[src/rtl/seg7_pkg.sv]
// ---------------------------------------------------------------------------
// seg7_pkg
// Shared definitions for the seven-segment digit sequencer:
//   - seg7_state_t : sequencer FSM states (IDLE, SHOW, BLANK)
//   - SEG_TABLE    : 16-entry hex-to-segment table, bits 6:0 = g..a, active high
//   - SEG_BLANK    : all segments and dp off
//   - seg7_lookup  : table lookup helper
// ---------------------------------------------------------------------------
package seg7_pkg;

   typedef enum logic [1:0] {
      IDLE  = 2'd0,
      SHOW  = 2'd1,
      BLANK = 2'd2
   } seg7_state_t;

   localparam logic [7:0] SEG_BLANK = 8'h00;

   localparam logic [6:0] SEG_TABLE [16] = '{
      7'h3F, 7'h06, 7'h5B, 7'h4F,   // 0 1 2 3
      7'h66, 7'h6D, 7'h7D, 7'h07,   // 4 5 6 7
      7'h7F, 7'h6F, 7'h77, 7'h7C,   // 8 9 A b
      7'h39, 7'h5E, 7'h79, 7'h71    // C d E F
   };

   function automatic logic [6:0] seg7_lookup(input logic [3:0] nibble);
      return SEG_TABLE[nibble];
   endfunction

endpackage

[src/rtl/seg7_decode.sv]
// ---------------------------------------------------------------------------
// seg7_decode
// Combinational hex nibble to seven-segment pattern decoder.
// Ports:
//   nibble  in  4  hex digit to display
//   dp      in  1  decimal-point enable
//   pattern out 8  bit 7 = dp, bits 6:0 = segments g..a, active high
// ---------------------------------------------------------------------------
module seg7_decode
   import seg7_pkg::*;
(
   input  logic [3:0] nibble,
   input  logic       dp,
   output logic [7:0] pattern
);

   // Table lookup with the decimal point placed on bit 7
   always_comb begin
      pattern = {dp, seg7_lookup(nibble)};
   end

endmodule

[src/rtl/seg7_digit_sequencer.sv]
// ---------------------------------------------------------------------------
// seg7_digit_sequencer
// Shows a DIGITS-digit hex value one digit at a time on a single
// seven-segment display. Each digit is shown for SHOW_TICKS ticks followed by
// BLANK_TICKS ticks of blank, where a tick is TICK_DIV clk cycles produced by
// an internal clock-enable prescaler. Everything runs on clk.
// Ports:
//   clk         in   1           sole clock, rising edge
//   reset       in   1           synchronous active-high reset
//   load_valid  in   1           new value offered
//   load_ready  out  1           idle, value will be accepted
//   load_data   in   4*DIGITS    digit i = [4i+3:4i], digit 0 shown first
//   load_dp     in   DIGITS      decimal-point enable per digit
//   seg_out     out  8           registered {dp, g..a}, active high
//   digit_idx   out  IW          digit currently in SHOW/BLANK
//   busy        out  1           high while in SHOW or BLANK
//   done        out  1           one-cycle pulse when the sequence completes
// ---------------------------------------------------------------------------
module seg7_digit_sequencer
   import seg7_pkg::*;
#(
   parameter int DIGITS      = 4,
   parameter int TICK_DIV    = 4,
   parameter int SHOW_TICKS  = 3,
   parameter int BLANK_TICKS = 1
) (
   input  logic                                           clk,
   input  logic                                           reset,
   input  logic                                           load_valid,
   output logic                                           load_ready,
   input  logic [4*DIGITS-1:0]                            load_data,
   input  logic [DIGITS-1:0]                              load_dp,
   output logic [7:0]                                     seg_out,
   output logic [((DIGITS > 1) ? $clog2(DIGITS) : 1)-1:0] digit_idx,
   output logic                                           busy,
   output logic                                           done
);

   localparam int IW   = (DIGITS > 1) ? $clog2(DIGITS) : 1;
   localparam int PW   = (TICK_DIV > 1) ? $clog2(TICK_DIV) : 1;
   localparam int TMAX = (SHOW_TICKS > BLANK_TICKS) ? SHOW_TICKS : BLANK_TICKS;
   localparam int TW   = (TMAX > 1) ? $clog2(TMAX) : 1;

   localparam logic [IW-1:0] LAST_IDX   = IW'(DIGITS - 1);
   localparam logic [PW-1:0] PRE_MAX    = PW'(TICK_DIV - 1);
   localparam logic [TW-1:0] SHOW_LAST  = TW'(SHOW_TICKS - 1);
   localparam logic [TW-1:0] BLANK_LAST = TW'((BLANK_TICKS > 0) ? (BLANK_TICKS - 1) : 0);

   seg7_state_t           state_q, state_d;
   logic [4*DIGITS-1:0]   data_q,  data_d;
   logic [DIGITS-1:0]     dp_q,    dp_d;
   logic [IW-1:0]         idx_q,   idx_d;
   logic [PW-1:0]         pre_q,   pre_d;
   logic [TW-1:0]         tcnt_q,  tcnt_d;
   logic [7:0]            seg_q,   seg_d;
   logic                  busy_q,  busy_d;
   logic                  ready_q, ready_d;
   logic                  done_q,  done_d;

   logic                  accept_s;
   logic                  tick_s;
   logic                  show_end_s;
   logic                  blank_end_s;
   logic                  last_digit_s;
   logic                  step_s;
   logic [IW-1:0]         sel_idx_s;
   logic [4*DIGITS-1:0]   src_data_s;
   logic [DIGITS-1:0]     src_dp_s;
   logic [3:0]            sel_nib_s;
   logic                  sel_dp_s;
   logic [7:0]            dec_pattern_s;

   // Phase timing and handshake qualifiers
   always_comb begin
      accept_s     = load_valid && ready_q;
      tick_s       = (pre_q == PRE_MAX);
      show_end_s   = tick_s && (tcnt_q == SHOW_LAST);
      blank_end_s  = tick_s && (tcnt_q == BLANK_LAST);
      last_digit_s = (idx_q == LAST_IDX);
   end

   // Select the digit whose pattern is loaded next: digit 0 of the incoming
   // value while idle, otherwise the digit after the current one.
   always_comb begin
      src_data_s = (state_q == IDLE) ? load_data : data_q;
      src_dp_s   = (state_q == IDLE) ? load_dp   : dp_q;
      if ((state_q == IDLE) || last_digit_s) begin
         sel_idx_s = '0;
      end else begin
         sel_idx_s = idx_q + IW'(1);
      end
      sel_nib_s = 4'h0;
      sel_dp_s  = 1'b0;
      for (int i = 0; i < DIGITS; i++) begin
         sel_nib_s = sel_nib_s | (src_data_s[i*4 +: 4] & {4{sel_idx_s == IW'(i)}});
         sel_dp_s  = sel_dp_s  | (src_dp_s[i] & (sel_idx_s == IW'(i)));
      end
   end

   seg7_decode u_decode (
      .nibble  (sel_nib_s),
      .dp      (sel_dp_s),
      .pattern (dec_pattern_s)
   );

   // Next-state, counters and registered-output values
   always_comb begin
      state_d = state_q;
      data_d  = data_q;
      dp_d    = dp_q;
      idx_d   = idx_q;
      pre_d   = pre_q;
      tcnt_d  = tcnt_q;
      seg_d   = seg_q;
      done_d  = 1'b0;
      step_s  = 1'b0;

      case (state_q)
         IDLE: begin
            pre_d  = '0;
            tcnt_d = '0;
            idx_d  = '0;
            if (accept_s) begin
               data_d  = load_data;
               dp_d    = load_dp;
               state_d = SHOW;
               seg_d   = dec_pattern_s;
            end else begin
               state_d = IDLE;
               seg_d   = SEG_BLANK;
            end
         end

         SHOW: begin
            pre_d = tick_s ? '0 : (pre_q + PW'(1));
            if (show_end_s) begin
               tcnt_d = '0;
               if (BLANK_TICKS > 0) begin
                  state_d = BLANK;
                  seg_d   = SEG_BLANK;
               end else begin
                  step_s = 1'b1;
               end
            end else if (tick_s) begin
               tcnt_d = tcnt_q + TW'(1);
            end else begin
               tcnt_d = tcnt_q;
            end
         end

         BLANK: begin
            pre_d = tick_s ? '0 : (pre_q + PW'(1));
            if (blank_end_s) begin
               tcnt_d = '0;
               step_s = 1'b1;
            end else if (tick_s) begin
               tcnt_d = tcnt_q + TW'(1);
            end else begin
               tcnt_d = tcnt_q;
            end
         end

         default: begin
            state_d = IDLE;
            idx_d   = '0;
            pre_d   = '0;
            tcnt_d  = '0;
            seg_d   = SEG_BLANK;
         end
      endcase

      // Next-digit step, shared by the end of SHOW (no blank) and end of BLANK
      if (step_s) begin
         if (!last_digit_s) begin
            idx_d   = idx_q + IW'(1);
            state_d = SHOW;
            seg_d   = dec_pattern_s;
         end else begin
            idx_d   = '0;
            state_d = IDLE;
            seg_d   = SEG_BLANK;
            done_d  = 1'b1;
         end
      end else begin
         done_d = 1'b0;
      end

      // Ready returns in the done cycle so back-to-back loads lose no cycles
      busy_d  = (state_d != IDLE);
      ready_d = (state_d == IDLE);
   end

   // State and output registers with synchronous reset
   always_ff @(posedge clk) begin
      if (reset) begin
         state_q <= IDLE;
         data_q  <= '0;
         dp_q    <= '0;
         idx_q   <= '0;
         pre_q   <= '0;
         tcnt_q  <= '0;
         seg_q   <= SEG_BLANK;
         busy_q  <= 1'b0;
         ready_q <= 1'b1;
         done_q  <= 1'b0;
      end else begin
         state_q <= state_d;
         data_q  <= data_d;
         dp_q    <= dp_d;
         idx_q   <= idx_d;
         pre_q   <= pre_d;
         tcnt_q  <= tcnt_d;
         seg_q   <= seg_d;
         busy_q  <= busy_d;
         ready_q <= ready_d;
         done_q  <= done_d;
      end
   end

   assign seg_out    = seg_q;
   assign digit_idx  = idx_q;
   assign busy       = busy_q;
   assign load_ready = ready_q;
   assign done       = done_q;

endmodule

[config.mk]
export PLATFORM = sky130hd
export DESIGN_NAME = seg7_digit_sequencer
export DESIGN_NICKNAME = d
export VERILOG_FILES = /design/src/rtl/seg7_pkg.sv /design/src/rtl/seg7_decode.sv /design/src/rtl/seg7_digit_sequencer.sv
export SDC_FILE = /design/constraint.sdc
export NUM_CORES = 1
export LEC_CHECK = 0
export ABC_AREA = 1
export BUFFER_PORTS_ARGS = -buffer_cell sky130_fd_sc_hd__buf_2
export CORE_ASPECT_RATIO = 2
export CORE_UTILIZATION = 45
export CTS_CLUSTER_SIZE = 8
export DETAILED_ROUTE_END_ITERATION = 12
export PLACE_DENSITY_LB_ADDON = 0.08
export RECOVER_POWER = 25
export SYNTH_ARGS = -nofsm -noshare
export SYNTH_HDL_FRONTEND = slang
export SYNTH_HIERARCHICAL = 1
export SYNTH_SLANG_ARGS = --single-unit
[constraint.sdc]
create_clock -name clk -period 3.9 [get_ports clk]
set_clock_uncertainty 0.05 [all_clocks]
set_input_delay 0.78 -clock clk [delete_from_list [all_inputs] [get_ports clk]]
set_output_delay 0.78 -clock clk [all_outputs]
set_load 0.01 [all_outputs]
==> results.sh, run 1 <==
export IMPL_clk_pin_slew_ns=0.08
export IMPL_count_of_unique_library_cells_instantiated_by_yosys=22
export IMPL_routabilityCongestion=0.9390
export IMPL_vert_die_dim_um=102.7
export IMPL_cts_sinks=39
export IMPL_dr_total_vias=2145
export IMPL_post_route_cells_drive_above_1_share_pct=12.17
export IMPL_synth_area_leader_cell="dfxtp_1"
export IMPL_grt_first_pass_wirelength_um=8376
export IMPL_routed_wire_length_per_instance_um=11.63
export IMPL_layout_cells_non_filler=435
export IMPL_synth_area_top_cells="dfxtp_1 34%, nand2_1 18%, nand3_1 9.9%"
export IMPL_met3_wl_um=134
export IMPL_io_pins=36
export IMPL_viasPerCell=4.931
export IMPL_slew_headroom_pct=57.03
export IMPL_post_synth_cell_area_avg_um2=6.517
export IMPL_p_leak_nw=1.211
export IMPL_placed_cells=427
export IMPL_pwr_density_cell_nw_per_um2=381.2
export IMPL_finalInstanceArea_um2=2534
export IMPL_dpl_instance_area_um2=2434
export IMPL_drv_cap=0
export IMPL_cts_root_buffer_cell="clkbuf_8"
export IMPL_initial_core_util_pct=46.89
export IMPL_clock_fmax_mhz=363.3
export IMPL_clk_latency_ns=0.29
export IMPL_tightestPinTransition_ns=0.6438
export IMPL_postCtsSetupBuffers=0
export IMPL_top_layer_used="met4"
export IMPL_cts_resized_gates=0
export IMPL_final_net_count=415
export IMPL_slew_viol_final=0
export IMPL_synth_largest_type_area_fraction_pct=34.23
export IMPL_fin_worst_hold_slack_ns=0.3676
export IMPL_met2WireLength_um=2909
export IMPL_yosysSeqAreaShare_pct=34.23
export IMPL_cp_required_ns=4.08
export IMPL_number_of_hold_slack_violations_in_the_final_timing_report=0
export IMPL_routed_wirelength_um=5060
export IMPL_setup_viol=0
export IMPL_area_of_the_multi_input_gates_um2=1221
export IMPL_num_antenna_cells=0
export IMPL_min_path_type="reg -> reg"
export IMPL_ir_worst_vdd_uv=306.6
export IMPL_grt_start_max_net_pins=32
export IMPL_numCtsBuffers=5
export IMPL_antenna_violations_before_repair=0
export IMPL_outcome="completed"
export IMPL_finish_utilization_pct=52.08
export IMPL_postSynthRegisterBits=39
export IMPL_postRouteAntennaNets=0
export IMPL_syn_to_final_growth_pct=11.08
export IMPL_grt_pass1_vias=2025
export IMPL_global_route_usage_total_pct=20.73
export IMPL_period_needed_ns=2.753
export IMPL_dr_pass1_iters=4
export IMPL_dieWidth_um=52.34
export IMPL_core_area_um2=4865
export IMPL_gr_total_overflow=0
export IMPL_ctsHtreeMaxLevel=2
export IMPL_cts_hold_buffers=0
export IMPL_min_period_over_period_pct=70.58
export IMPL_crit_arrival_ns=2.94
export IMPL_p_total_mw=0.9659
export IMPL_die_area_um2=5375
export IMPL_timing_final_ws_setup_ns=1.147
export IMPL_area_sequential_um2=780.7
export IMPL_m1WireLength_um=1890
export IMPL_numPortBuffers=35
export IMPL_yosys_warnings=6
export IMPL_cts_tree="built"
export IMPL_place_ws_ns=1.133
export IMPL_netlist_instances=350
export IMPL_drt_iter0_drc=30
export IMPL_postSynthNetCount=388
export IMPL_grt_setup_unrepaired="false"
export IMPL_critPathKind="reg -> reg"
export IMPL_dp_hpwl_um=3847
export IMPL_critical_path_start_type="flop"
export IMPL_placementRows=36
export IMPL_fin_setup_tns_ns=0
export IMPL_cp_end_kind="flop"
export IMPL_path_max_fanout=16
export IMPL_post_synth_instance_area_um2=2281
export IMPL_ctsLongestPathBuffers=2
export IMPL_drc_violation_count_after_routing=0
export IMPL_nFillCells=547
-- synthesized netlist by cell type, drive strengths merged --
master  instances
nand2         112
a21oi          28
inv            43
dfxtp          39
o21ai          24
ha             15
clkinv          1
nor3            1
a211oi          1
nand3          47
nor2           22
buf            13
clkbuf          4
-- layout make-up --
type | count | area share, %
clock inverters | 3 | 1.728
well taps | 57 | 2.815
repair buffers | 37 | 7.210
inverters | 44 | 6.519
flip-flops and latches | 39 | 30.81
multi-input cells | 250 | 48.20
clock buffers | 5 | 2.716
-- metal layers --
metal	up-vias	global-route usage [%]
met5	-	0
met4	0	9.109
met3	11	3.392
met2	37	41.19
met1	944	19.35
li1	1153	-
-- sequential cells by signal (all words and copies together) (netlist names) --
signal / cells
data_q: 16
seg_out: 8
dp_q: 4
digit_idx: 2
pre_q: 2
state_q: 2
tcnt_q: 2
busy: 1
done: 1
load_ready: 1
-- cells by family (layout without fill, tap and decap cells) --
logic type | after synthesis | count (layout) | synth area share (%)
flip-flops | 39 | 39 | 34.23
AO/OA/AOI/OAI | 53 | 53 | 11.74
adder cells (fa/ha/maj) | 15 | 15 | 8.228
buffers and inverters | 61 | 89 | 12.01
AND/OR/NAND/NOR | 182 | 182 | 33.79
-- worst max-delay path, stage by stage, from the launching register on --
cell	delay, ns
dfxtp_1	0.38
ha_1	0.22
inv_1	0.35
o21ai_1	0.24
a21oi_1	0.18
nand2_1	0.06
nand2_1	0.14
inv_1	0.12
ha_1	0.24
nand2_1	0.11
nand3_1	0.08
nand2_1	0.09
nand3_1	0.08
o21ai_0	0.22
nor2_1	0.06
nor2_1	0.08
-- placed cells by master, fill, tap and decap left out --
cell type / n
buf_4: 2
nand3_2: 1
buf_2: 29
clkinv_1: 1
clkbuf_8: 5
o21ai_1: 3
bufinv_16: 1
a21oi_1: 28
clkinv_2: 1
dfxtp_1: 39
inv_2: 1
nor3_1: 1
nand2_2: 4
ha_1: 15
o21ai_0: 21
nand3_1: 46
nand2_4: 1
a211oi_1: 1
inv_1: 42
nand2_1: 107
clkbuf_1: 6
clkinv_4: 1
nor2_1: 22
-- worst paths after layout --
check        cells after the start                 startpoint                 endpoint  slack (ns)
max                             15  digit_idx[0]$_SDFFE_PP0P_  seg_out[0]$_SDFFE_PP0P_        1.15
min reg2reg                      1        pre_q[0]$_SDFF_PP0_      pre_q[0]$_SDFF_PP0_        0.37
min                              1        pre_q[0]$_SDFF_PP0_      pre_q[0]$_SDFF_PP0_        0.37
max reg2reg                     15  digit_idx[0]$_SDFFE_PP0P_  seg_out[0]$_SDFFE_PP0P_        1.15
-- report_power, final --
| group | switching [mW] | total, mW | leakage (nW) | internal [mW] |
|---|---|---|---|---|
| combinational | 0.120 | 0.185 | 0.833 | 0.0657 |
| sequential | 0.0115 | 0.438 | 0.320 | 0.427 |
| clock | 0.152 | 0.342 | 0.0581 | 0.191 |
| total | 0.283 | 0.966 | 1.21 | 0.683 |
(Power assumes the default switching activity.)
==> run 2, diff against run 1 <==
--- a/config.mk
+++ b/config.mk
@@ -5,7 +5,7 @@
 export SDC_FILE = /design/constraint.sdc
 export NUM_CORES = 1
 export LEC_CHECK = 0
-export ABC_AREA = 1
+export ABC_AREA = 0
 export BUFFER_PORTS_ARGS = -buffer_cell sky130_fd_sc_hd__buf_2
 export CORE_ASPECT_RATIO = 2
 export CORE_UTILIZATION = 45
==> constraint.sdc (replaced) <==
create_clock -name clk -period 2.74 [get_ports clk]
set_clock_uncertainty 0.05 [all_clocks]
set_input_delay 0.548 -clock clk [delete_from_list [all_inputs] [get_ports clk]]
set_output_delay 0.548 -clock clk [all_outputs]
set_load 0.01 [all_outputs]
==> run 2 against run 1 <==
- largest power group unchanged
- global-route usage hardly changed
- worst hold slack improved by 0.034 ns
- die area is 4.5% lower
- critical path type unchanged
- synthesized cell count shrank 28%
- sequential share of layout area is 0.49 points lower
- via count is 14% lower
==> results.sh, run 2 <==
export IMPL_outcome="completed"
export IMPL_post_synth_cell_area_avg_um2=8.595
export IMPL_clk_latency_ns=0.30
export IMPL_regMostFlops="data_q"
export IMPL_placementRows=35
export IMPL_dr_total_vias=1834
export IMPL_clock_fmax_mhz=389.9
export IMPL_grt_pass1_vias=1781
export IMPL_grt_first_pass_wirelength_um=7893
export IMPL_synth_ff_type="dfxtp_1"
export IMPL_postSynthRegisterBits=39
export IMPL_cts_root_buffer_cell="clkbuf_8"
export IMPL_place_ws_ns=0.04250
export IMPL_numPortBuffers=35
export IMPL_ctsHtreeMaxLevel=2
export IMPL_cp_end_kind="flop"
export IMPL_vert_die_dim_um=100.3
export IMPL_yosys_warnings=6
export IMPL_layout_cells_most_common_list="44 x nand2_1, 39 x a21oi_1, 39 x dfxtp_1"
export IMPL_critical_path_max_stage_delay_ns=0.37
export IMPL_critPathKind="reg -> reg"
export IMPL_p_total_mw=1.287
export IMPL_cp_required_ns=2.91
export IMPL_grt_start_max_net_pins=27
export IMPL_io_pins=36
export IMPL_drc_violation_count_after_routing=0
export IMPL_ctsLongestPathBuffers=2
export IMPL_tightestPinTransition_ns=0.6834
export IMPL_finish_utilization_pct=55.47
export IMPL_viasPerCell=5.166
export IMPL_yosys_cell_count_top_type="nand2_1"
export IMPL_drt_iter0_drc=21
export IMPL_global_route_usage_total_pct=20.71
export IMPL_netlist_instances=253
export IMPL_largest_register_ffs=16
export IMPL_post_synth_instance_area_um2=2175
export IMPL_routed_wire_length_per_instance_um=13.48
export IMPL_routabilityCongestion=0.9024
export IMPL_dr_pass1_iters=4
export IMPL_final_net_count=337
export IMPL_min_period_over_period_pct=93.62
export IMPL_drv_cap=0
export IMPL_setup_viol=0
export IMPL_syn_to_final_growth_pct=18.41
export IMPL_synth_largest_type_area_fraction_pct=35.90
export IMPL_cpMaxStageDelayCell="mux2_2"
export IMPL_grt_setup_unrepaired="false"
export IMPL_min_path_type="reg -> reg"
export IMPL_count_of_unique_library_cells_instantiated_by_yosys=44
export IMPL_layout_cells_non_filler=355
export IMPL_synth_area_leader_cell="dfxtp_1"
export IMPL_synth_area_top_cells="dfxtp_1 36%, a21oi_1 9.4%, ha_1 8.6%"
export IMPL_core_area_um2=4642
export IMPL_path_max_fanout=4
export IMPL_placed_cells=346
export IMPL_crit_arrival_ns=2.74
export IMPL_antenna_violations_before_repair=0
export IMPL_slew_viol_final=0
export IMPL_dieWidth_um=51.16
export IMPL_p_leak_nw=1.078
export IMPL_commonest_non_fill_non_tap_cell_in_the_layout="nand2_1"
export IMPL_pwr_density_cell_nw_per_um2=499.8
export IMPL_routed_wirelength_um=4786
export IMPL_number_of_hold_slack_violations_in_the_final_timing_report=0
export IMPL_postRouteAntennaNets=0
export IMPL_dp_hpwl_um=3610
export IMPL_die_area_um2=5131
export IMPL_timing_final_ws_setup_ns=0.1749
export IMPL_synth_edff_count=0
export IMPL_gr_total_overflow=0
export IMPL_critical_path_start_type="flop"
export IMPL_period_needed_ns=2.565
export IMPL_yosysSeqAreaShare_pct=35.90
export IMPL_ir_worst_vdd_uv=413.4
export IMPL_cts_tree="built"
export IMPL_fin_setup_tns_ns=0
export IMPL_clk_pin_slew_ns=0.09
export IMPL_async_reset_ff_share_pct=0
export IMPL_initial_core_util_pct=46.85
export IMPL_post_route_cells_drive_above_1_share_pct=26.33
export IMPL_slew_headroom_pct=54.44
export IMPL_num_antenna_cells=0
export IMPL_cts_sinks=39
export IMPL_numCtsBuffers=5
export IMPL_postSynthNetCount=291
export IMPL_path_cells="ha_1 > mux2_2 > o21ai_2 > a21oi_2 > buf_4 > ha_1 > buf_4 > mux2_2 > a21oi_1 > a21oi_1 > nor3_2"
export IMPL_post_synth_most_frequent_cells="44 x nand2_1, 41 x a21oi_1, 39 x dfxtp_1"
-- run 2: cell families (layout without fill, tap and decap cells) --
logic type	count (synthesis)	in the layout	synth area share, %
simple gates	95	95	23.48
flops	39	39	35.90
xor+xnor	1	1	0.4028
buf+inv	25	72	5.466
mux	15	15	8.918
fa+ha+maj	15	15	8.631
compound gates	63	63	17.20
-- run 2: per-stage QoR --
step | hold slack, ns | area [µm²]
2_1_floorplan | 0.3574 | 2178
3_3_place_gp | 0.3676 | 2485
3_5_place_dp | 0.3778 | 2485
4_1_cts | 0.3904 | 2570
5_1_grt | 0.4158 | 2575
6_report | 0.4016 | 2575
-- run 2: layout make-up --
class	instances	area, µm²
timing repair buffer	53	309.0
clock buffer	6	72.57
clock inverter	2	12.51
sequential	39	780.7
inverter	11	41.29
tap	55	68.82
fill	482	2067
multi-input combinational	189	1290
-- run 2: worst max-delay path, delay by kind of cell (launching register included) --
kind            cells  cell delay (ns)
mux                 2             0.63
fa+ha+maj           2             0.57
compound gates      4             0.50
flops               1             0.33
buf+inv             2             0.31
simple gates        1             0.10
-- run 2: layer usage --
metal  vias to the layer above  track usage (%)  share of wire (%)
li1                        965                -                  -
met3                        10            3.636                2.5
met4                         0            9.829                2.4
met1                       829            20.88                 39
met2                        30            38.97                 57
met5                         -                0                  0
-- run 2: worst paths after layout --
path	start	to	slack, ns	cells after the start
setup / recovery	digit_idx[1]$_SDFFE_PP0P_	seg_out[5]$_SDFFE_PP0P_	0.17	11
hold / removal	pre_q[0]$_SDFF_PP0_	pre_q[0]$_SDFF_PP0_	0.40	1
setup reg to reg	digit_idx[1]$_SDFFE_PP0P_	seg_out[5]$_SDFFE_PP0P_	0.17	11
hold reg to reg	pre_q[0]$_SDFF_PP0_	pre_q[0]$_SDFF_PP0_	0.40	1
-- run 2: timing repair --
action                     CTS  global route
buffers inserted             0             1
setup endpoints to repair    0             5
resized for setup            0             6
hold buffers                 0             0
-- run 2: power by group --
part	total (mW)	leakage [nW]	switching (mW)	internal [mW]
Clock	0.384	0.0412	0.206	0.178
Sequential	0.621	0.319	0.0181	0.603
Combinational	0.282	0.718	0.153	0.130
Total	1.29	1.08	0.376	0.911
